$ cat src/rtl/key_event_ctrl.sv
// key_event_ctrl: snapshots sticky keypad flags, clears them, and serialises set bits
// into a key-code FIFO while tracking the last direction key.
module key_event_ctrl #(
    parameter int DEPTH     = 4,
    parameter int KEY_UP    = 1,
    parameter int KEY_DOWN  = 9,
    parameter int KEY_LEFT  = 4,
    parameter int KEY_RIGHT = 6
) (
    input  logic        clk,
    input  logic        rstn,
    input  logic [15:0] key_data,
    output logic        key_clear,
    output logic        ev_valid,
    output logic [3:0]  ev_code,
    input  logic        ev_ready,
    output logic [1:0]  dir,
    output logic        dir_valid,
    output logic        ovf,
    input  logic        ovf_clr,
    output logic        busy
);
    localparam int AW = $clog2(DEPTH);
    localparam logic [AW:0] CNT_FULL = (AW+1)'(DEPTH);
    localparam logic [3:0] C_UP    = 4'(KEY_UP);
    localparam logic [3:0] C_DOWN  = 4'(KEY_DOWN);
    localparam logic [3:0] C_LEFT  = 4'(KEY_LEFT);
    localparam logic [3:0] C_RIGHT = 4'(KEY_RIGHT);

    typedef enum logic [1:0] {IDLE, CLR, SCAN} state_t;

    state_t      r_state;
    logic [15:0] r_snap;
    logic [3:0]  r_idx;
    logic        r_key_clear;
    logic        r_busy;
    logic [1:0]  r_dir;
    logic        r_dir_valid;
    logic        r_ovf;
    logic [3:0]  r_mem [DEPTH];
    logic [AW-1:0] r_wp;
    logic [AW-1:0] r_rp;
    logic [AW:0]   r_cnt;

    logic       w_push;
    logic       w_pop;
    logic       w_full;
    logic       w_wr;
    logic       w_match;
    logic [1:0] w_dir;

    assign w_push  = (r_state == SCAN) && r_snap[r_idx];
    assign w_full  = (r_cnt == CNT_FULL);
    assign w_pop   = ev_valid && ev_ready;
    assign w_wr    = w_push && !w_full;
    assign w_match = (r_idx == C_UP) || (r_idx == C_DOWN) || (r_idx == C_LEFT) || (r_idx == C_RIGHT);
    assign w_dir   = (r_idx == C_UP)   ? 2'd0 :
                     (r_idx == C_DOWN) ? 2'd1 :
                     (r_idx == C_LEFT) ? 2'd2 : 2'd3;

    always_ff @(posedge clk or negedge rstn) begin
        if (!rstn) begin
            r_state     <= IDLE;
            r_snap      <= 16'd0;
            r_idx       <= 4'd0;
            r_key_clear <= 1'b0;
            r_busy      <= 1'b0;
            r_dir       <= 2'd0;
            r_dir_valid <= 1'b0;
        end else begin
            r_key_clear <= 1'b0;
            case (r_state)
                IDLE: if (key_data != 16'd0) begin
                    r_snap      <= key_data;
                    r_key_clear <= 1'b1;
                    r_busy      <= 1'b1;
                    r_state     <= CLR;
                end
                CLR: begin
                    r_idx   <= 4'd0;
                    r_state <= SCAN;
                end
                SCAN: begin
                    // direction tracks every matching set bit, even when the push is dropped
                    if (r_snap[r_idx] && w_match) begin
                        r_dir       <= w_dir;
                        r_dir_valid <= 1'b1;
                    end
                    r_idx <= r_idx + 4'd1;
                    if (r_idx == 4'd15) begin
                        r_state <= IDLE;
                        r_busy  <= 1'b0;
                    end
                end
                default: r_state <= IDLE;
            endcase
        end
    end

    always_ff @(posedge clk or negedge rstn) begin
        if (!rstn) begin
            for (int i = 0; i < DEPTH; i++) r_mem[i] <= 4'd0;
            r_wp  <= '0;
            r_rp  <= '0;
            r_cnt <= '0;
            r_ovf <= 1'b0;
        end else begin
            if (w_wr) begin
                r_mem[r_wp] <= r_idx;
                r_wp        <= r_wp + AW'(1);
            end
            if (w_pop) r_rp <= r_rp + AW'(1);
            r_cnt <= r_cnt + (AW+1)'(w_wr) - (AW+1)'(w_pop);
            // a drop in the same cycle as ovf_clr keeps the flag set
            if (w_push && w_full) r_ovf <= 1'b1;
            else if (ovf_clr) r_ovf <= 1'b0;
        end
    end

    assign key_clear = r_key_clear;
    assign busy      = r_busy;
    assign dir       = r_dir;
    assign dir_valid = r_dir_valid;
    assign ovf       = r_ovf;
    assign ev_valid  = (r_cnt != '0);
    assign ev_code   = r_mem[r_rp];
endmodule
$ cat config.mk
export PLATFORM = sky130hd
export DESIGN_NAME = key_event_ctrl
export DESIGN_NICKNAME = d
export VERILOG_FILES = /design/src/rtl/key_event_ctrl.sv
export SDC_FILE = /design/constraint.sdc
export NUM_CORES = 1
export LEC_CHECK = 0
export ABC_CLOCK_PERIOD_IN_PS = 3950
export CORE_MARGIN = 5
export CORE_UTILIZATION = 56
export CTS_CLUSTER_DIAMETER = 200
export DETAILED_ROUTE_END_ITERATION = 7
export GPL_ROUTABILITY_DRIVEN = 0
export GPL_TIMING_DRIVEN = 1
export PLACE_DENSITY = 0.87
export SYNTH_ARGS = -nofsm -noshare
export SYNTH_HDL_FRONTEND = slang
export SYNTH_SLANG_ARGS = --single-unit
$ cat constraint.sdc
create_clock -name clk -period 3.95 [get_ports clk]
set_clock_uncertainty 0.15 [all_clocks]
set_input_delay 0.9875 -clock clk [delete_from_list [all_inputs] [get_ports clk]]
set_output_delay 0.9875 -clock clk [all_outputs]
set_load 0.02 [all_outputs]
==> metrics.md <==
| Metric | Value |
|---|---|
| Yosys cell types | `39` |
| DP HPWL | `3420 µm` |
| Part of the Yosys area used for sequential elements | `48.3%` |
| Number of DRC markers in iteration 0 | `81` |
| Mean post-synth cell area | `12.6 µm²` |
| Worst-path fanout max | `15` |
| CP max stage delay | `0.72 ns` |
| Die Y-Extent | `78.7 µm` |
| Total track usage | `16.7%` |
| Final Max Tran Viols | `0` |
| Detailed-route via count | `1649` |
| Beginning of the worst hold path | `dir_valid` |
| Critical path class | `reg2reg` |
| Hold Path Class | `reg2reg` |
| Sink Count | `51` |
| Seq pwr share | `41.2%` |
| CTS tree | `yes` |
| Hold_ws | `0.325 ns` |
| CTS Buf Count | `5` |
| Max Cap Violations | `0` |
| Final nets | `273` |
| Layout cell share with drive strength beyond 1 | `21.8%` |
| Outcome | `complete, no violations` |
| Worst path cell trace | `inv_1 -> o32ai_1 -> o21ai_4 -> nand2_1 -> inv_1 -> ha_1 -> inv_1 -> ha_1 -> inv_1 -> fa_1 -> xnor2_1 -> xnor2_1` |
| DRT antenna net count | `0` |
| Drt drc | `0` |
| Root buf cell | `clkbuf_8` |
| Max stage delay cell, worst path | `dfrtp_1` |
| First-pass GRT wire length | `8000 µm` |
| Clock Path Buffers | `2` |
| CP delay by family, top | `compound AO/OA/AOI/OAI gates` |
| Port Buffers | `30` |
| DRT Pass-1 Iters | `4` |
| Crit Reg-Reg Startpoint | `r_idx[1]` |
| Wire per inst | `15.9 µm` |
| Startpoint Class | `flop` |
| Bufs and invs on worst path | `4` |
| Row cnt | `25` |
| Crit path from | `r_idx[1]` |
| Die ar. | `6190 µm²` |
| Aggregate global routing overflow | `0` |
| Routed WL | `4660 µm` |
| Syn nets | `245` |
| # hold bufs at CTS | `0` |
| Setup tns final | `0 ns` |
| Vias in the first global route | `1697` |
| Die span in x | `78.7 µm` |
| Core box area | `4660 µm²` |
| Netlist Area Pre-Place | `2640 µm²` |
| Max IR drop VDD | `0.000379 V` |
| Antenna Cells | `0` |
| Fin crit period | `3.36 ns` |
| Internal Power | `0.00145 W` |
| # setup viols final | `0` |
| Clock share of power | `16.6%` |
| Cells after synthesis | `210` |
| Relative max-transition margin | `26.1%` |
| Final hold vios | `0` |
| Most common cell on crit path | `inv_1` |
| Final cycle utilization of the critical path | `85.0%` |
| Initial Util | `56.7%` |
| H-tree depth | `2` |
| Leak | `1.30 nW` |
| Least-Margin Pin Slew | `1.11 ns` |
| PwrDens | `723 nW/µm²` |
| Comb pwr share | `42.2%` |
| Worst EP required | `4.03 ns` |
| Unrepaired setup endpoints after global routing | `false` |
| Post-CTS setup buffers | `0` |
| Synth warnings | `0` |
| CP Data Arrival Time | `3.44 ns` |
| Skew-Pair Late Insertion Delay | `0.31 ns` |
| I/O pins | `31` |
| Resized Gates After CTS | `0` |
| Vias per Instance | `5.63` |
| Clk slew on worst S/H paths | `0.10 ns` |
| Crit. End Element | `flop` |
| Fmax | `298 MHz` |
| Area growth, synth to finish | `16.4%` |
| Largest net degree at the start of global routing | `52` |
| Psw | `0.000777 W` |
| Synthesis-stage register bit count | `51` |
| Initial antenna violation count | `0` |
| Sw Ratio | `34.9%` |
per-stage QoR:
stage	utilization [%]	power, W	cell area, µm²	instances	worst slack [ns]
final	66.0	0.00223	3080	293	0.591
after global routing	66.0	0.00238	3080	293	0.299
after CTS	66.0	0.00225	3080	293	0.600
after detailed placement	63.5	0.00187	2960	285	0.672
after global placement	63.5	0.00183	2960	285	0.793
after floorplan	-	0.00161	2640	210	0.955
final timing paths:
path | cells past startpoint | slack (ns) | endpoint
worst max-delay path | 12 | 0.59 | r_cnt[2]
worst min-delay path | 1 | 0.33 | dir_valid
worst max register to register | 12 | 0.59 | r_cnt[2]
worst min register to register | 1 | 0.33 | dir_valid
max in group asynchronous | 1 | 2.23 | r_cnt[1]
min in group asynchronous | 1 | 0.71 | r_mem[7]
area by class of cell:
cell class / count / area [µm²]
fill: 332 / 1580
sequential: 51 / 1280
multi-input combinational: 133 / 1260
timing repair buffer: 30 / 295
clock buffer: 5 / 68.8
tap: 54 / 67.6
inverter: 17 / 63.8
clock inverter: 3 / 47.5
power groups by stage:
stage          Sequential [W]  Clock (W)  Combinational, W
2_1_floorplan        0.000868          0          0.000737
3_3_place_gp         0.000920          0          0.000914
3_5_place_dp         0.000930          0          0.000945
4_1_cts              0.000920   0.000379          0.000952
5_1_grt              0.000951   0.000398           0.00103
6_report             0.000917   0.000368          0.000940
metal layers:
metal / part of all wire [%] / wire (µm) / global-route usage [%] / vias up
met5: 0 / 0 / 0 / -
met4: 1.7 / 80 / 6.47 / 0
met3: 3.1 / 145 / 3.74 / 6
met2: 48 / 2220 / 28.0 / 29
met1: 47 / 2210 / 21.2 / 818
li1: - / - / - / 796
flip-flops by register name (all words and copies together) (netlist names):
name,cells
r_mem,16
r_snap,16
r_idx,4
r_cnt,3
dir,2
r_rp,2
r_state,2
r_wp,2
busy,1
dir_valid,1
key_clear,1
ovf,1
kinds of logic after synthesis:
| kind of cell | Yosys count | share of synthesized area [%] |
|---|---|---|
| adder cells (fa/ha/maj) | 15 | 7.39 |
| AND/OR/NAND/NOR | 37 | 7.43 |
| multiplexers | 48 | 21.8 |
| flip-flops | 51 | 48.3 |
| XOR/XNOR | 5 | 1.66 |
| buffers and inverters | 26 | 4.12 |
| AO/OA/AOI/OAI | 28 | 9.33 |
synthesized netlist by cell type, drive strengths merged:
cell type / count / share of area [%]
o32ai: 2 / 0.95
nand2b: 3 / 0.71
ha: 14 / 6.6
nor2b: 1 / 0.24
nor4: 4 / 0.95
a21boi: 3 / 2.1
o211ai: 2 / 0.57
a22o: 1 / 0.33
a211oi: 1 / 0.47
nand3: 7 / 1.8
mux2i: 8 / 3.0
o21ai: 12 / 2.7
xnor2: 4 / 1.3
mux2: 36 / 15
mux4: 4 / 3.4
xor2: 1 / 0.33
or3: 1 / 0.24
nand4: 1 / 0.24
fa: 1 / 0.76
inv: 17 / 2.4
or2: 1 / 0.24
a22oi: 1 / 0.28
nor3b: 1 / 0.28
dfrtp: 51 / 48
o31ai: 1 / 0.28
nor2: 2 / 0.28
a21oi: 3 / 0.99
and2: 2 / 0.47
buf: 4 / 0.99
o21bai: 1 / 0.28
o22a: 1 / 0.33
clkbuf: 5 / 0.71
nand2: 14 / 2.0
layout by cell type, fill, tap and decap left out, types with 2 or more instances in the layout:
cell,n
and2_1,2
ha_1,14
mux2i_1,8
nor2_1,2
mux2_2,30
o21ai_0,11
mux4_2,4
o211ai_1,2
xnor2_1,4
a21boi_4,3
mux2_1,6
nand2b_1,3
nand2_1,14
inv_1,17
a21oi_1,2
clkdlybuf4s50_1,29
clkbuf_8,5
nor4_1,4
dfrtp_1,51
nand3_1,6
(Power assumes the default switching activity.)
